===== src/rtl/dca_matrix_tile_walker_if.sv =====
// rtl/dca_matrix_tile_walker_if.sv - tile descriptor stream between the walker and the matrix LSU front end
//
// Purpose: carries one tile descriptor per valid/ready handshake.
// Modports:
//   master - producer (tile walker): drives tile_* descriptor fields and tile_valid, samples tile_ready
//   slave  - consumer (LSU front end): samples descriptor fields, drives tile_ready
// Signals:
//   tile_valid / tile_ready       handshake
//   tile_addr                     byte address of tile element (0,0)
//   tile_num_row_m1/col_m1        valid rows/columns in the tile minus 1
//   tile_row_mask/col_mask        bit i set when i <= *_m1
//   tile_idx_y / tile_idx_x       tile position in the matrix
//   tile_is_first / tile_is_last  walk boundary markers
interface dca_matrix_tile_walker_if #(
  parameter int TILE_NUM_ROW = 8,
  parameter int TILE_NUM_COL = 8,
  parameter int BW_ADDR      = 32,
  parameter int BW_DIM       = 16
) ();
  localparam int W_R = ($clog2(TILE_NUM_ROW) < 1) ? 1 : $clog2(TILE_NUM_ROW);
  localparam int W_C = ($clog2(TILE_NUM_COL) < 1) ? 1 : $clog2(TILE_NUM_COL);

  logic                    tile_valid;
  logic                    tile_ready;
  logic [BW_ADDR-1:0]      tile_addr;
  logic [W_R-1:0]          tile_num_row_m1;
  logic [W_C-1:0]          tile_num_col_m1;
  logic [TILE_NUM_ROW-1:0] tile_row_mask;
  logic [TILE_NUM_COL-1:0] tile_col_mask;
  logic [BW_DIM-1:0]       tile_idx_y;
  logic [BW_DIM-1:0]       tile_idx_x;
  logic                    tile_is_first;
  logic                    tile_is_last;

  modport master (
    output tile_valid, tile_addr, tile_num_row_m1, tile_num_col_m1,
           tile_row_mask, tile_col_mask, tile_idx_y, tile_idx_x,
           tile_is_first, tile_is_last,
    input  tile_ready
  );

  modport slave (
    input  tile_valid, tile_addr, tile_num_row_m1, tile_num_col_m1,
           tile_row_mask, tile_col_mask, tile_idx_y, tile_idx_x,
           tile_is_first, tile_is_last,
    output tile_ready
  );
endinterface


===== src/rtl/dca_matrix_tile_walker.sv =====
// rtl/dca_matrix_tile_walker.sv - walks a memory matrix as TILE_NUM_ROW x TILE_NUM_COL tiles, one descriptor per handshake
//
// Purpose: IDLE -> LOAD -> EMIT walker. LOAD latches the configuration and derives
// tile counts, edge sizes and step sizes; EMIT presents one descriptor per cycle
// under continuous ready, holding it while stalled. Addresses are built by
// repeated addition (outer_base / cur_addr), never by multiplication.
// Optional feature macro: DCA_TILE_WALKER_SERPENTINE_EN (odd outer passes walk the
// inner direction backwards, starting at the far tile).
// Ports:
//   clk, rst             clock, synchronous active-high reset
//   start, abort         begin a walk (IDLE only) / terminate immediately
//   cfg_*                matrix base, row stride, dims minus 1, element size, loop order
//   busy, done           walk in progress / one-cycle completion pulse
//   tile_if (master)     descriptor stream to the LSU front end
module dca_matrix_tile_walker #(
  parameter int TILE_NUM_ROW = 8,
  parameter int TILE_NUM_COL = 8,
  parameter int BW_ADDR      = 32,
  parameter int BW_STRIDE    = 20,
  parameter int BW_DIM       = 16
) (
  input  logic                 clk,
  input  logic                 rst,
  input  logic                 start,
  input  logic                 abort,
  input  logic [BW_ADDR-1:0]   cfg_addr,
  input  logic [BW_STRIDE-1:0] cfg_stride,
  input  logic [BW_DIM-1:0]    cfg_num_row_m1,
  input  logic [BW_DIM-1:0]    cfg_num_col_m1,
  input  logic [1:0]           cfg_elem_size_log2,
  input  logic                 cfg_col_first,
  output logic                 busy,
  output logic                 done,
  dca_matrix_tile_walker_if.master tile_if
);
  localparam int LG_R = $clog2(TILE_NUM_ROW);
  localparam int LG_C = $clog2(TILE_NUM_COL);
  localparam int W_R  = (LG_R < 1) ? 1 : LG_R;
  localparam int W_C  = (LG_C < 1) ? 1 : LG_C;

  typedef enum logic [1:0] {S_IDLE, S_LOAD, S_EMIT} state_t;

  state_t             r_state;
  logic               r_col_first;
  logic [BW_DIM-1:0]  r_ny_m1, r_nx_m1;
  logic [W_R-1:0]     r_row_edge;
  logic [W_C-1:0]     r_col_edge;
  logic [BW_ADDR-1:0] r_inner_step, r_outer_step;
  logic [BW_ADDR-1:0] r_outer_base, r_cur_addr;
  logic [BW_DIM-1:0]  r_in_idx, r_out_idx;
  logic               r_valid, r_busy, r_done, r_first;
`ifdef DCA_TILE_WALKER_SERPENTINE_EN
  logic [BW_ADDR-1:0] r_far;  // address of the far tile of the current outer pass
  logic               r_rev;  // current inner pass runs backwards
  logic [BW_ADDR-1:0] w_nxt_far;
  logic               w_nxt_rev;
`endif

  // Values derived from cfg_* while in LOAD
  logic [BW_DIM-1:0]  w_ld_ny_m1, w_ld_nx_m1;
  logic [W_R-1:0]     w_ld_row_edge;
  logic [W_C-1:0]     w_ld_col_edge;
  logic [BW_ADDR-1:0] w_ld_col_step, w_ld_row_step;

  assign w_ld_ny_m1    = cfg_num_row_m1 >> LG_R;
  assign w_ld_nx_m1    = cfg_num_col_m1 >> LG_C;
  assign w_ld_col_step = BW_ADDR'(TILE_NUM_COL) << cfg_elem_size_log2;
  assign w_ld_row_step = BW_ADDR'(cfg_stride) << LG_R;

  generate
    if (LG_R == 0) begin : g_row_one
      assign w_ld_row_edge = '0;
    end else begin : g_row_many
      assign w_ld_row_edge = cfg_num_row_m1[W_R-1:0];
    end
    if (LG_C == 0) begin : g_col_one
      assign w_ld_col_edge = '0;
    end else begin : g_col_many
      assign w_ld_col_edge = cfg_num_col_m1[W_C-1:0];
    end
  endgenerate

  // Inner/outer loop decode
  logic [BW_DIM-1:0]  w_inner_m1, w_outer_m1, w_idx_y, w_idx_x;
  logic               w_at_inner_end, w_is_last, w_hs;
  logic [W_R-1:0]     w_row_m1;
  logic [W_C-1:0]     w_col_m1;
  logic [TILE_NUM_ROW-1:0] w_row_mask;
  logic [TILE_NUM_COL-1:0] w_col_mask;
  logic [BW_ADDR-1:0] w_base_step;

  assign w_inner_m1  = r_col_first ? r_nx_m1 : r_ny_m1;
  assign w_outer_m1  = r_col_first ? r_ny_m1 : r_nx_m1;
  assign w_idx_y     = r_col_first ? r_out_idx : r_in_idx;
  assign w_idx_x     = r_col_first ? r_in_idx  : r_out_idx;
`ifdef DCA_TILE_WALKER_SERPENTINE_EN
  assign w_at_inner_end = r_rev ? (r_in_idx == '0) : (r_in_idx == w_inner_m1);
`else
  assign w_at_inner_end = (r_in_idx == w_inner_m1);
`endif
  assign w_is_last   = w_at_inner_end && (r_out_idx == w_outer_m1);
  assign w_hs        = r_valid && tile_if.tile_ready;
  assign w_base_step = r_outer_base + r_outer_step;

  // Only the last tile row/column is partial
  assign w_row_m1 = (w_idx_y == r_ny_m1) ? r_row_edge : W_R'(TILE_NUM_ROW - 1);
  assign w_col_m1 = (w_idx_x == r_nx_m1) ? r_col_edge : W_C'(TILE_NUM_COL - 1);

  always_comb begin
    w_row_mask = '0;
    for (int i = 0; i < TILE_NUM_ROW; i++) w_row_mask[i] = (W_R'(i) <= w_row_m1);
  end

  always_comb begin
    w_col_mask = '0;
    for (int i = 0; i < TILE_NUM_COL; i++) w_col_mask[i] = (W_C'(i) <= w_col_m1);
  end

  // Position and address of the next tile after a handshake
  logic [BW_DIM-1:0]  w_nxt_in_idx, w_nxt_out_idx;
  logic [BW_ADDR-1:0] w_nxt_base, w_nxt_cur;

  always_comb begin
    w_nxt_in_idx  = r_in_idx;
    w_nxt_out_idx = r_out_idx;
    w_nxt_base    = r_outer_base;
    w_nxt_cur     = r_cur_addr;
`ifdef DCA_TILE_WALKER_SERPENTINE_EN
    w_nxt_far     = r_far;
    w_nxt_rev     = r_rev;
    if (w_at_inner_end) begin
      w_nxt_out_idx = r_out_idx + BW_DIM'(1);
      w_nxt_base    = w_base_step;
      w_nxt_rev     = !r_rev;
      // A forward pass ends on the far tile, so its address seeds the next far tile
      w_nxt_far     = (r_rev ? r_far : r_cur_addr) + r_outer_step;
      if (r_rev) begin
        w_nxt_cur    = w_base_step;
        w_nxt_in_idx = '0;
      end else begin
        w_nxt_cur    = w_nxt_far;
        w_nxt_in_idx = w_inner_m1;
      end
    end else if (r_rev) begin
      w_nxt_in_idx = r_in_idx - BW_DIM'(1);
      w_nxt_cur    = r_cur_addr - r_inner_step;
    end else begin
      w_nxt_in_idx = r_in_idx + BW_DIM'(1);
      w_nxt_cur    = r_cur_addr + r_inner_step;
    end
`else
    if (w_at_inner_end) begin
      w_nxt_out_idx = r_out_idx + BW_DIM'(1);
      w_nxt_base    = w_base_step;
      w_nxt_cur     = w_base_step;
      w_nxt_in_idx  = '0;
    end else begin
      w_nxt_in_idx = r_in_idx + BW_DIM'(1);
      w_nxt_cur    = r_cur_addr + r_inner_step;
    end
`endif
  end

  always_ff @(posedge clk) begin
    if (rst) begin
      r_state      <= S_IDLE;
      r_col_first  <= 1'b0;
      r_ny_m1      <= '0;
      r_nx_m1      <= '0;
      r_row_edge   <= '0;
      r_col_edge   <= '0;
      r_inner_step <= '0;
      r_outer_step <= '0;
      r_outer_base <= '0;
      r_cur_addr   <= '0;
      r_in_idx     <= '0;
      r_out_idx    <= '0;
      r_valid      <= 1'b0;
      r_busy       <= 1'b0;
      r_done       <= 1'b0;
      r_first      <= 1'b0;
`ifdef DCA_TILE_WALKER_SERPENTINE_EN
      r_far        <= '0;
      r_rev        <= 1'b0;
`endif
    end else if (abort) begin
      r_state <= S_IDLE;
      r_valid <= 1'b0;
      r_busy  <= 1'b0;
      r_done  <= 1'b0;
      r_first <= 1'b0;
    end else begin
      r_done <= 1'b0;
      case (r_state)
        S_IDLE: begin
          if (start) begin
            r_state <= S_LOAD;
            r_busy  <= 1'b1;
          end
        end
        S_LOAD: begin
          r_col_first  <= cfg_col_first;
          r_ny_m1      <= w_ld_ny_m1;
          r_nx_m1      <= w_ld_nx_m1;
          r_row_edge   <= w_ld_row_edge;
          r_col_edge   <= w_ld_col_edge;
          r_inner_step <= cfg_col_first ? w_ld_col_step : w_ld_row_step;
          r_outer_step <= cfg_col_first ? w_ld_row_step : w_ld_col_step;
          r_outer_base <= cfg_addr;
          r_cur_addr   <= cfg_addr;
          r_in_idx     <= '0;
          r_out_idx    <= '0;
`ifdef DCA_TILE_WALKER_SERPENTINE_EN
          r_far        <= cfg_addr;
          r_rev        <= 1'b0;
`endif
          r_valid      <= 1'b1;
          r_first      <= 1'b1;
          r_state      <= S_EMIT;
        end
        S_EMIT: begin
          if (w_hs) begin
            r_first <= 1'b0;
            if (w_is_last) begin
              r_state <= S_IDLE;
              r_valid <= 1'b0;
              r_busy  <= 1'b0;
              r_done  <= 1'b1;
            end else begin
              r_in_idx     <= w_nxt_in_idx;
              r_out_idx    <= w_nxt_out_idx;
              r_outer_base <= w_nxt_base;
              r_cur_addr   <= w_nxt_cur;
`ifdef DCA_TILE_WALKER_SERPENTINE_EN
              r_far        <= w_nxt_far;
              r_rev        <= w_nxt_rev;
`endif
            end
          end
        end
        default: r_state <= S_IDLE;
      endcase
    end
  end

  assign busy = r_busy;
  assign done = r_done;

  // Descriptor fields read as zero whenever no descriptor is offered
  assign tile_if.tile_valid      = r_valid;
  assign tile_if.tile_addr       = r_valid ? r_cur_addr : '0;
  assign tile_if.tile_num_row_m1 = r_valid ? w_row_m1   : '0;
  assign tile_if.tile_num_col_m1 = r_valid ? w_col_m1   : '0;
  assign tile_if.tile_row_mask   = r_valid ? w_row_mask : '0;
  assign tile_if.tile_col_mask   = r_valid ? w_col_mask : '0;
  assign tile_if.tile_idx_y      = r_valid ? w_idx_y    : '0;
  assign tile_if.tile_idx_x      = r_valid ? w_idx_x    : '0;
  assign tile_if.tile_is_first   = r_valid && r_first;
  assign tile_if.tile_is_last    = r_valid && w_is_last;
endmodule


===== src/flat_wrapper.sv =====
// flat-port wrapper written by rule: the top's interface ports become plain ports
module dca_matrix_tile_walker_flat 
#(
  parameter int TILE_NUM_ROW = 8,
  parameter int TILE_NUM_COL = 8,
  parameter int BW_ADDR      = 32,
  parameter int BW_STRIDE    = 20,
  parameter int BW_DIM       = 16
)
  (clk, rst, start, abort, cfg_addr, cfg_stride, cfg_num_row_m1, cfg_num_col_m1, cfg_elem_size_log2, cfg_col_first, busy, done, tile_if_tile_valid, tile_if_tile_addr, tile_if_tile_num_row_m1, tile_if_tile_num_col_m1, tile_if_tile_row_mask, tile_if_tile_col_mask, tile_if_tile_idx_y, tile_if_tile_idx_x, tile_if_tile_is_first, tile_if_tile_is_last, tile_if_tile_ready);
  dca_matrix_tile_walker_if #(.TILE_NUM_ROW(TILE_NUM_ROW), .TILE_NUM_COL(TILE_NUM_COL), .BW_ADDR(BW_ADDR), .BW_DIM(BW_DIM)) tile_if_i ();
  input  logic clk;
  input  logic rst;
  input  logic start;
  input  logic abort;
  input  logic [BW_ADDR-1:0] cfg_addr;
  input  logic [BW_STRIDE-1:0] cfg_stride;
  input  logic [BW_DIM-1:0] cfg_num_row_m1;
  input  logic [BW_DIM-1:0] cfg_num_col_m1;
  input  logic [1:0] cfg_elem_size_log2;
  input  logic cfg_col_first;
  output logic busy;
  output logic done;
  output wire logic [$bits(tile_if_i.tile_valid)-1:0] tile_if_tile_valid;
  output wire logic [$bits(tile_if_i.tile_addr)-1:0] tile_if_tile_addr;
  output wire logic [$bits(tile_if_i.tile_num_row_m1)-1:0] tile_if_tile_num_row_m1;
  output wire logic [$bits(tile_if_i.tile_num_col_m1)-1:0] tile_if_tile_num_col_m1;
  output wire logic [$bits(tile_if_i.tile_row_mask)-1:0] tile_if_tile_row_mask;
  output wire logic [$bits(tile_if_i.tile_col_mask)-1:0] tile_if_tile_col_mask;
  output wire logic [$bits(tile_if_i.tile_idx_y)-1:0] tile_if_tile_idx_y;
  output wire logic [$bits(tile_if_i.tile_idx_x)-1:0] tile_if_tile_idx_x;
  output wire logic [$bits(tile_if_i.tile_is_first)-1:0] tile_if_tile_is_first;
  output wire logic [$bits(tile_if_i.tile_is_last)-1:0] tile_if_tile_is_last;
  input wire logic [$bits(tile_if_i.tile_ready)-1:0] tile_if_tile_ready;
  assign tile_if_tile_valid = tile_if_i.tile_valid;
  assign tile_if_tile_addr = tile_if_i.tile_addr;
  assign tile_if_tile_num_row_m1 = tile_if_i.tile_num_row_m1;
  assign tile_if_tile_num_col_m1 = tile_if_i.tile_num_col_m1;
  assign tile_if_tile_row_mask = tile_if_i.tile_row_mask;
  assign tile_if_tile_col_mask = tile_if_i.tile_col_mask;
  assign tile_if_tile_idx_y = tile_if_i.tile_idx_y;
  assign tile_if_tile_idx_x = tile_if_i.tile_idx_x;
  assign tile_if_tile_is_first = tile_if_i.tile_is_first;
  assign tile_if_tile_is_last = tile_if_i.tile_is_last;
  assign tile_if_i.tile_ready = tile_if_tile_ready;
  dca_matrix_tile_walker #(.TILE_NUM_ROW(TILE_NUM_ROW), .TILE_NUM_COL(TILE_NUM_COL), .BW_ADDR(BW_ADDR), .BW_STRIDE(BW_STRIDE), .BW_DIM(BW_DIM)) u_core (.clk(clk), .rst(rst), .start(start), .abort(abort), .cfg_addr(cfg_addr), .cfg_stride(cfg_stride), .cfg_num_row_m1(cfg_num_row_m1), .cfg_num_col_m1(cfg_num_col_m1), .cfg_elem_size_log2(cfg_elem_size_log2), .cfg_col_first(cfg_col_first), .busy(busy), .done(done), .tile_if(tile_if_i));
endmodule

===== config.mk =====
export PLATFORM = sky130hd
export DESIGN_NAME = dca_matrix_tile_walker_flat
export DESIGN_NICKNAME = d
export VERILOG_FILES = /design/src/rtl/dca_matrix_tile_walker_if.sv /design/src/rtl/dca_matrix_tile_walker.sv /design/src/flat_wrapper.sv
export SDC_FILE = /design/constraint.sdc
export NUM_CORES = 1
export LEC_CHECK = 0
export BUFFER_PORTS_ARGS = -buffer_cell sky130_fd_sc_hd__buf_2
export CAP_MARGIN = 20
export CORE_MARGIN = 1
export CORE_UTILIZATION = 45
export CTS_CLUSTER_DIAMETER = 150
export CTS_CLUSTER_SIZE = 10
export DETAILED_ROUTE_END_ITERATION = 12
export PLACE_DENSITY = 0.69
export SLEW_MARGIN = 5
export SYNTH_ARGS = -nofsm -noshare
export SYNTH_HDL_FRONTEND = slang
export SYNTH_SLANG_ARGS = --single-unit

===== constraint.sdc =====
create_clock -name clk -period 2.9 [get_ports clk]
set_input_delay 0.29 -clock clk [delete_from_list [all_inputs] [get_ports clk]]
set_output_delay 0.29 -clock clk [all_outputs]
set_load 0.02 [all_outputs]

==> flow_summary_export.csv <==
group,metric,value,unit
outcome,status,"complete, but fails checks",
outcome,violations,"setup timing",
setup_path,critPathLaunchType,"flip-flop",
placement,portBuffers,182,
cts,root_buffer,"clkbuf_16",
routing,dr.pass1.iters,7,
die,die_x,161.3,um
global_routing,grt_max_degree,79,
logic_synthesis,synth-edff-count,0,
routing,vias,11707,
global_routing,grt_pass1_wl,57510,um
die,start_util,0.4642,
setup_path,worstSetupPathType,"reg -> out",
timing,rsz0062_at_grt,"true",
timing,fmax,0.3332,GHz
pwr,power_switching,1566,uW
cts,clock_path_buffers,2,
placement,finalWeightedCongestion,0.9303,
pwr,cellLeakagePower,0.005801,uW
cts,clkLatencyLatePin,0.44,ns
layout,final_nets,1821,
logic_synthesis,synthArstFlopShare,0,
routing,drcViolationCount,0,
logic_synthesis,ys_seq_elements,175,
pwr,power_density,388.9,mW/mm2
routing,wl,37750,um
logic_synthesis,synth-seq-area-share,0.3067,
global_routing,grt_usage,0.2800,
timing,finalCritPeriodShare,1.035,
setup_path,endpoint_kind,"primary output",
pwr,clkPwrFrac,0.428,
cts,clock-sinks,175,
layout,synthToLayoutAreaGrowth,28.98,%
cts,cts_max_level,4,
logic_synthesis,netlist.area_leader.share,0.3067,
job,cap_violations,0,
logic_synthesis,netlist_top_cells_area,"dfxtp_1 (31%), xnor2_1 (6.4%), nand2_1 (6.3%)",
timing,finClkSkew,0.01511,ns
logic_synthesis,synthesis.nets,1617,
pwr,p_sw_frac,0.2733,
timing,slew_viol_final,0,
timing,min_period,3.001,ns
pwr,pwr-share-comb,0.136,
timing,fin_ws,-0.1011,ns
layout,drive_gt1_frac,0.2644,
timing,setup_viol,21,
logic_synthesis,yosys.cell_count.top_type,"nand2_1",
setup_path,cp_data_required_time,2.61,ns
die,core,0.02460,mm2
logic_synthesis,synth_commonest_cells,"nand2_1 (192), dfxtp_1 (175), nor2_1 (166)",
die,fp-row-count,57,
routing,drtIter0Drc,956,
placement,dp_hpwl,25850,um
logic_synthesis,yosys.area.top_type,"dfxtp_1",
pwr,ir_drop,0.3563,mV
setup_path,crit_arrival,2.71,ns
timing,hold_viol,0,
cts,cts_hold_buf,0,
placement,placed_cell_area,0.01296,mm2
logic_synthesis,syn_area_per_cell,7.712,um2
die,die_h,161.3,um
cts,cts_tree,"done",
logic_synthesis,syn_area,0.01142,mm2
logic_synthesis,synth_cells,1481,
hold_path,hp-class,"in -> reg",
global_routing,grt_pass1_vias,10907,
setup_path,r2r_setup_slack,-0.06,ns
logic_synthesis,yosys_warnings,0,
die,die_area,0.02602,mm2
global_routing,grt-ovfl-total,0,
logic_synthesis,synth_flop_cell,"dfxtp_1",
setup_path,cp_max_fo,7,
routing,vias_per_cell,5.790,
layout,fin_area,0.01473,mm2
timing,relSlewSlack,0.3818,
routing,ant_nets,0,
cts,numCtsBuffers,17,
pwr,power_frac_seq,0.436,
layout,diodes,0,
routing,wl_per_cell,18.67,um
pwr,p_total,5729,uW
logic_synthesis,synth_cell_types,69,
timing,tightest_slew,0.9273,ns
cts,clkTransAtPathRegs,0.07,ns
global_routing,antenna_found_initial,0,
die,pin_count,183,
pwr,p_int,4163,uW
-- power by group through the flow --
stage / combinational, uW / sequential (uW) / clock, uW
final: 780 / 2500 / 2450
after global routing: 832 / 2500 / 2560
after CTS: 684 / 2490 / 2470
after detailed placement: 638 / 2550 / 0
after global placement: 632 / 2550 / 0
after floorplan: 388 / 2530 / 0
-- layer usage --
| metal | share of wire | global-route usage | vias to the layer above |
|---|---|---|---|
| met4 | 0.028 | 0.1046 | 0 |
| li1 | - | - | 5664 |
| met5 | 0 | 0 | - |
| met1 | 0.43 | 0.3690 | 5542 |
| met3 | 0.068 | 0.04725 | 74 |
| met2 | 0.47 | 0.4575 | 427 |
-- state kept, by name (all words and copies together) (netlist names), 2 cells and up --
register,count
u_core.r_col_edge,3
u_core.r_cur_addr,32
u_core.r_in_idx,16
u_core.r_inner_step,20
u_core.r_nx_m1,13
u_core.r_ny_m1,13
u_core.r_out_idx,16
u_core.r_outer_base,32
u_core.r_outer_step,20
u_core.r_row_edge,3
u_core.r_state,2
-- final cells by class --
| class | instances | area (um2) |
|---|---|---|
| inverter | 17 | 68.82 |
| multi-input combinational | 1176 | 8018 |
| timing repair buffer | 298 | 2110 |
| clock inverter | 14 | 180.2 |
| sequential | 175 | 3510 |
| fill | 2151 | 9874 |
| tap | 324 | 405.4 |
| clock buffer | 18 | 439.2 |
-- stage by stage --
| step | instances | TNS, ns | hold WS [ns] | setup WS, ns | utilization |
|---|---|---|---|---|---|
| 4_1_cts | 2011 | -0.3916 | 0.06971 | -0.06401 | 0.5697 |
| 6_report | 2022 | -0.8499 | 0.07896 | -0.1011 | 0.5987 |
| 5_1_grt | 2022 | -4.463 | 0.08529 | -0.1843 | 0.5987 |
| 2_1_floorplan | 1481 | 0 | 0.4260 | 0.01684 | - |
| 3_3_place_gp | 1959 | -0.1989 | 0.4467 | -0.09766 | 0.5268 |
| 3_5_place_dp | 1959 | -0.5248 | 0.4502 | -0.1255 | 0.5268 |
-- path summary, 6_finish.rpt --
kind | start | to | cells past startpoint
setup / recovery | u_core.r_col_first | tile_if_tile_is_last | 9
setup reg to reg | u_core.r_col_first | u_core.r_cur_addr[23] | 12
hold / removal | cfg_num_col_m1[7] | u_core.r_nx_m1[4] | 3
hold reg to reg | u_core.r_inner_step[11] | u_core.r_inner_step[11] | 2
-- worst max-delay path: stages (launching register included) --
cell and delay (ns):
dfxtp_4 0.46, buf_6 0.16, buf_4 0.13, mux2i_4 0.26
xnor2_2 0.08, nor4_2 0.38, nand4_1 0.25, or2_4 0.35
nor2_4 0.09, buf_6 0.12
-- cells in the final DEF (no fill, tap or decap), types with 38 or more instances in the layout --
cell type / n
buf_4: 84
nand3_1: 39
o21ai_0: 47
and2_1: 38
nand2_1: 188
dfxtp_1: 172
xnor2_1: 79
nor2_1: 150
ha_1: 41
buf_2: 166
a21oi_1: 136
mux2i_1: 42
-- timing repair --
action / CTS / global route
gates cloned: 2 / 2
pin swaps: 16 / 35
endpoints found under the setup margin: 33 / 107
setup buffers: 18 / 9
resized for setup: 60 / 148
-- kinds of logic after synthesis --
| group | count (synthesis) | share of synthesized area |
|---|---|---|
| xor+xnor | 120 | 0.09202 |
| compound gates | 370 | 0.2083 |
| simple gates | 575 | 0.2347 |
| mux | 66 | 0.05795 |
| fa+ha+maj | 44 | 0.04952 |
| flops | 175 | 0.3067 |
| buf+inv | 131 | 0.05083 |
Power figures use the tool's default switching activity.
